==> config.mk <==
export PLATFORM = sky130hd
export DESIGN_NAME = ultrasonic_ranger
export DESIGN_NICKNAME = d
export VERILOG_FILES = /design/src/rtl/ultrasonic_ranger.sv
export SDC_FILE = /design/constraint.sdc
export NUM_CORES = 1
export LEC_CHECK = 0
export CAP_MARGIN = 20
export CELL_PAD_IN_SITES_DETAIL_PLACEMENT = 0
export CELL_PAD_IN_SITES_GLOBAL_PLACEMENT = 1
export CORE_MARGIN = 3
export CORE_UTILIZATION = 30
export CTS_BUF_LIST = sky130_fd_sc_hd__clkbuf_8
export CTS_CLUSTER_SIZE = 14
export DETAILED_ROUTE_END_ITERATION = 8
export PLACE_DENSITY = 0.62
export SYNTH_ARGS = -nofsm -noshare
export SYNTH_HDL_FRONTEND = slang
export SYNTH_SLANG_ARGS = --single-unit
==> constraint.sdc <==
create_clock -name clk -period 5.9 [get_ports clk]
set_input_delay 1.18 -clock clk [delete_from_list [all_inputs] [get_ports clk]]
set_output_delay 1.18 -clock clk [all_outputs]
set_load 0.05 [all_outputs]
==> src/rtl/ultrasonic_ranger.sv <==
// rtl/ultrasonic_ranger.sv - round-robin multi-channel ultrasonic echo-width ranging controller
module ultrasonic_ranger #(
    parameter int N_CH       = 4,
    parameter int TRIG_CYC   = 1500,
    parameter int PERIOD_CYC = 8750000,
    parameter int MEAS_W     = 24,
    parameter int CH_W       = (N_CH > 1) ? $clog2(N_CH) : 1
) (
    input  logic              clk,
    input  logic              rst,
    input  logic              en,
    input  logic [N_CH-1:0]   echo,
    output logic [N_CH-1:0]   trig,
    output logic              busy,
    output logic              meas_valid,
    output logic [CH_W-1:0]   meas_ch,
    output logic [MEAS_W-1:0] meas_cycles,
    output logic              meas_timeout
);

    localparam int SLOT_W = (PERIOD_CYC > 1) ? $clog2(PERIOD_CYC) : 1;
    localparam int N_PAD  = 2 ** CH_W;

    localparam logic [SLOT_W-1:0] SLOT_LAST = SLOT_W'(PERIOD_CYC - 1);
    localparam logic [SLOT_W-1:0] TRIG_LAST = SLOT_W'(TRIG_CYC - 1);
    localparam logic [MEAS_W-1:0] MEAS_MAX  = '1;
    localparam logic [CH_W-1:0]   CH_LAST   = CH_W'(N_CH - 1);

    typedef enum logic [2:0] {
        IDLE,
        TRIG,
        WAIT_RISE,
        MEASURE,
        HOLDOFF
    } state_t;

    state_t              state;
    state_t              state_next;
    state_t              slot_exit;
    logic [N_CH-1:0]     echo_m;
    logic [N_CH-1:0]     echo_s;
    logic [N_CH-1:0]     echo_d;
    logic [N_PAD-1:0]    sel_s;
    logic [N_PAD-1:0]    sel_d;
    logic [SLOT_W-1:0]   slot_cnt;
    logic [MEAS_W-1:0]   meas_cnt;
    logic [CH_W-1:0]     ch;
    logic                rise;
    logic                fall;
    logic                slot_end;
    logic                in_window;
    logic                result_now;
    logic                slot_start;

    // Padding lets the channel index address the echo vector for any N_CH.
    assign sel_s      = N_PAD'(echo_s);
    assign sel_d      = N_PAD'(echo_d);
    assign rise       = sel_s[ch] & ~sel_d[ch];
    assign fall       = ~sel_s[ch] & sel_d[ch];
    assign slot_end   = (slot_cnt == SLOT_LAST);
    assign in_window  = (state == WAIT_RISE) || (state == MEASURE);
    // A fall on the very last slot cycle still counts as a complete echo.
    assign result_now = ((state == MEASURE) && fall) || (in_window && slot_end);
    assign slot_start = (state_next == TRIG) && (state != TRIG);
    assign slot_exit  = en ? TRIG : IDLE;

    // Two-flop synchroniser plus one delayed copy for edge detection, all channels.
    always_ff @(posedge clk) begin
        if (rst) begin
            echo_m <= '0;
            echo_s <= '0;
            echo_d <= '0;
        end else begin
            echo_m <= echo;
            echo_s <= echo_m;
            echo_d <= echo_s;
        end
    end

    // FSM state register.
    always_ff @(posedge clk) begin
        if (rst) state <= IDLE;
        else     state <= state_next;
    end

    // FSM next-state logic; every slot ends on the same slot count so triggers stay periodic.
    always_comb begin
        state_next = state;
        case (state)
            IDLE:      if (en) state_next = TRIG;
            TRIG:      if (slot_cnt == TRIG_LAST) state_next = WAIT_RISE;
            WAIT_RISE: begin
                if (slot_end)  state_next = slot_exit;
                else if (rise) state_next = MEASURE;
            end
            MEASURE: begin
                if (slot_end)  state_next = slot_exit;
                else if (fall) state_next = HOLDOFF;
            end
            HOLDOFF:   if (slot_end) state_next = slot_exit;
            default:   state_next = IDLE;
        endcase
    end

    // FSM outputs: trigger pin of the active channel, busy flag.
    always_comb begin
        trig = '0;
        busy = (state != IDLE);
        if (state == TRIG) trig = N_CH'(1) << ch;
    end

    // Slot/measurement counters, channel rotation and the registered result strobe.
    always_ff @(posedge clk) begin
        if (rst) begin
            slot_cnt     <= '0;
            meas_cnt     <= '0;
            ch           <= '0;
            meas_valid   <= 1'b0;
            meas_ch      <= '0;
            meas_cycles  <= '0;
            meas_timeout <= 1'b0;
        end else begin
            meas_valid <= 1'b0;

            if (slot_start || (state_next == IDLE)) slot_cnt <= '0;
            else                                    slot_cnt <= slot_cnt + 1'b1;

            if (state == TRIG) begin
                meas_cnt <= '0;
            end else if ((state == WAIT_RISE) && rise) begin
                meas_cnt <= MEAS_W'(1);
            end else if ((state == MEASURE) && sel_s[ch] && (meas_cnt != MEAS_MAX)) begin
                meas_cnt <= meas_cnt + 1'b1;
            end

            if (result_now) begin
                meas_valid   <= 1'b1;
                meas_ch      <= ch;
                meas_cycles  <= meas_cnt;
                meas_timeout <= !((state == MEASURE) && fall);
            end

            if (busy && (state != TRIG) && slot_end) begin
                ch <= (ch == CH_LAST) ? '0 : ch + 1'b1;
            end
        end
    end

endmodule

==> results.md <==
* Outcome: completed
* Synthesis warning total at 0
* Kind of critical path: reg -> out
* Worst-case headroom to the max-slew limit at 0.475
* Post-CTS resize count at 0
* Maximum operating frequency at 0.292 GHz
* Area Overhead vs Synth at 18.0%
* FP Rows at 43
* Top Ports at 40
* Maximum clock path buffer count at 2
* Num Clock Sinks at 93
* Worst reg2reg path startpoint: ch[0]$_SDFFE_PP0P_
* Leak pwr at 1.56 nW
* Starting density of the core at 0.309
* Width of the die at 126 µm
* CTS buffer count at 9
* Path class of the lowest-slack min-delay path: reg -> reg
* Final critical-path share of the clock period at 0.581
* Final Skew at 0.0167 ns
* Final Net Count at 536
* Post-route ant nets at 0
* Clock-pin slew of the registers on the worst-case setup and hold paths at 0.09 ns
* Share of post-route cells with drive strength above 1 at 0.0530
* Number of port buffers at 39
* Setup repair after global routing missed its margin: no
* Combinational fraction of design power at 0.033
* Number of synthesized flops with an enable pin at 0
* Number of antenna repair diodes at 0
* Endpoint required time on the critical path at 4.72 ns
* Via count at 3,443
* Via count of the first global-routing pass at 3,229
* Pre-CTS worst setup slack at 2.24 ns
* Min-delay src: echo_m[1]$_SDFF_PP0_
* Seq/Total Area, Yosys at 0.430
* Cell Int Power at 0.940 mW
* Clk Tree Root Cell: sky130_fd_sc_hd__clkbuf_8
* Setup crit start kind: flip-flop
* Crit-path max cell delay at 0.80 ns
* Pins Over Slew Limit at 0
* 1st-iter DRT viols at 111
* Routed wirelength normalized by instance count at 12.9 µm
* Final setup viols at 0
* Worst Path Max Fanout at 11
* Detail-routed via count per cell at 4.86
* Power density over the cells at 234 nW/µm²
* Psw at 0.258 mW
* Async set-or-reset flop fraction in the synthesized netlist at 0
* Primary FF master, synth: sky130_fd_sc_hd__dfxtp_1
* Clock tree from TritonCTS: yes
* Final Hold Slack at 0.442 ns
* Height of the die at 126 µm
* Critical path, cell by cell: nor2_1 -> and3_1 -> clkdlybuf4s50_1
* Final routed DRC violation total at 0
* Synthesized area at 4330 µm²
* Number of levels the H-tree was split into at 3
* Worst Setup End Kind: output port
* Post-cts hold buffer count at 0
* Endpoint of the worst-slack reg-to-reg timing path: meas_cnt[6]$_SDFFE_PP0P_
* Post-synthesis average cell area at 8.73 µm²
* Final total negative setup slack at 0 ns
* Post-CTS Repair Setup Buffers at 0
* Maximum vdd ir drop at 0.000117 V
* R2R setup slack at 3.28 ns
* Area of the core region at 14,000 µm²
* Worst Path Arrival at 2.25 ns
* Slew @ Worst Pin at 0.785 ns
* Slowest library cell on the worst path: sky130_fd_sc_hd__clkdlybuf4s50_1
* Number of cells on the worst reg-to-reg path at 5
* Count of state elements after synthesis at 93
* Gate count after technology mapping at 496
* Total power at 1.20 mW
* Final Core Density at 0.365
* Final Worst Setup Slack at 2.47 ns
* Hold Path Depth at 1
* Antenna violations before repair at 0
* Total routing usage reported by global routing at 0.121
* Detailed Routing Iterations Pass 1 at 4
* Shortest period the worst path allows at 3.43 ns
* Die Outline Area at 15,900 µm²
* Global-route congestion overflow total at 0
* Switching Fraction at 0.215
* Total of max-cap violations at 0
* Seq pwr share at 0.531
* Total wirelength of the detailed-routed design at 9110 µm
* Hold path endpoint: echo_s[1]$_SDFF_PP0_
* Detail Placement HPWL at 6380 µm
* Count of endpoints failing hold in the final timing report at 0
* Source-to-sink clock delay at the later pin of the worst-skew pair at 0.37 ns
* Largest net degree at the start of global routing at 56
* Syn Nets at 509
* RD Place Congestion at 0.785
* Global-route wire length before repair at 15,900 µm
* Clock share of power at 0.436
* Cell variety after synth at 49
metal layers:
layer	global-route usage	up-vias	routed length [µm]
li1	-	1784	-
met2	0.183	41	4000
met4	0.0416	0	112
met3	0.0305	11	285
met5	0	-	0
met1	0.167	1607	4710
power groups by stage:
| stage | logic, mW | registers [mW] | clock network, mW |
|---|---|---|---|
| final | 0.0400 | 0.636 | 0.521 |
| after global placement | 0.0394 | 0.651 | 0 |
| after detailed placement | 0.0396 | 0.651 | 0 |
| after floorplan | 0.0294 | 0.649 | 0 |
| after CTS | 0.0398 | 0.636 | 0.542 |
| after global routing | 0.0447 | 0.637 | 0.568 |
through the flow:
step	std cells	cell area [µm²]
after floorplan	496	4330
after global placement	690	4820
after detailed placement	691	4840
after CTS	707	5090
after global routing	708	5110
final	708	5110
area by class of cell:
type                            count  area [µm²]
Clock buffer                       10         138
Clock inverter                      6         110
Fill cell                        1478        8880
Inverter                           14        52.6
Multi-Input combinational cell    363        2290
Sequential cell                    93        1860
Tap cell                          180         225
Timing Repair Buffer               42         433
flip-flops by register name, indices dropped and copies added (netlist names):
register	flops
meas_cnt	24
meas_cycles	24
slot_cnt	24
echo_d	4
echo_m	4
echo_s	4
state	3
ch	2
meas_ch	2
meas_timeout	1
meas_valid	1
worst max-delay path, delay by kind of cell (launching register included):
| family | cells | cell delay, ns |
|---|---|---|
| and+or+nand+nor | 2 | 0.71 |
| buffers and inverters | 1 | 0.80 |
| DFF | 1 | 0.37 |
Yosys cell counts (2+ instances only):
master                      n  area [µm²]
sky130_fd_sc_hd__ha_1       6        75.1
sky130_fd_sc_hd__nand4_1   21         131
sky130_fd_sc_hd__xnor2_1   15         131
sky130_fd_sc_hd__nor4_2     2        25.0
sky130_fd_sc_hd__clkbuf_1  11        41.3
sky130_fd_sc_hd__mux2i_1   28         280
sky130_fd_sc_hd__and2_1     5        31.3
sky130_fd_sc_hd__dfxtp_1   93        1860
sky130_fd_sc_hd__o21ai_0   11        55.1
sky130_fd_sc_hd__inv_1     14        52.6
sky130_fd_sc_hd__a211oi_1   6        45.0
sky130_fd_sc_hd__or4_1      6        45.0
sky130_fd_sc_hd__nor4_1     6        37.5
sky130_fd_sc_hd__nand2b_1   2        12.5
sky130_fd_sc_hd__and4_1    10        87.6
sky130_fd_sc_hd__or3_1     11        68.8
sky130_fd_sc_hd__nor3_1     6        30.0
sky130_fd_sc_hd__a21o_1     2        15.0
sky130_fd_sc_hd__buf_4      2        15.0
sky130_fd_sc_hd__a211o_1    3        26.3
sky130_fd_sc_hd__nor2_1    49         184
sky130_fd_sc_hd__nor3b_1    2        15.0
sky130_fd_sc_hd__a31oi_1    3        18.8
sky130_fd_sc_hd__xor2_1    13         114
sky130_fd_sc_hd__nand2_1   78         293
sky130_fd_sc_hd__nand3_1   18        90.1
sky130_fd_sc_hd__maj3_1     3        30.0
sky130_fd_sc_hd__o211ai_1   3        22.5
sky130_fd_sc_hd__mux4_2     3        67.6
sky130_fd_sc_hd__nor2b_1   14        87.6
sky130_fd_sc_hd__buf_6      3        33.8
sky130_fd_sc_hd__buf_2      8        40.0
sky130_fd_sc_hd__a21oi_1   17        85.1
sky130_fd_sc_hd__and3_1     7        43.8
worst max-delay path by stage:
stage,slack [ns],cells after the start,start,end
after global routing,2.29,3,state[2]$_SDFF_PP0_,trig[3]
after detailed placement,2.24,5,rst,slot_cnt[14]$_SDFF_PP0_
after global placement,2.32,5,rst,meas_cnt[3]$_SDFFE_PP0P_
final,2.47,3,state[2]$_SDFF_PP0_,trig[0]
after floorplan,3.53,2,state[0]$_SDFF_PP0_,trig[2]
after CTS,2.44,3,state[2]$_SDFF_PP0_,trig[0]
layout by cell type, fill, tap and decap left out, drive strengths merged, types with 5 or more instances in the layout:
master         instances
mux2i                 28
a211oi                 6
nand3                 19
and2                   5
nand2                 78
nand4                 21
nor3                   6
ha                     6
xnor2                 15
inv                   16
dfxtp                 93
and4                  10
and3                   7
nor2b                 14
xor2                  13
clkdlybuf4s50         39
o21ai                 11
a21oi                 17
nor2                  49
or3                   11
or4                    6
clkbuf                10
nor4                   8
logic make-up after synthesis:
group                      Yosys count  synth area share
xor gates and xnor gates            28            0.0566
AOI/OAI and AO/OA                   51            0.0746
and+or+nand+nor                    244             0.290
muxes                               31            0.0803
buffers and inverters               40            0.0442
DFF                                 93             0.430
adders and majority gates            9            0.0243
Note: power is estimated with default switching activity, not from simulation.
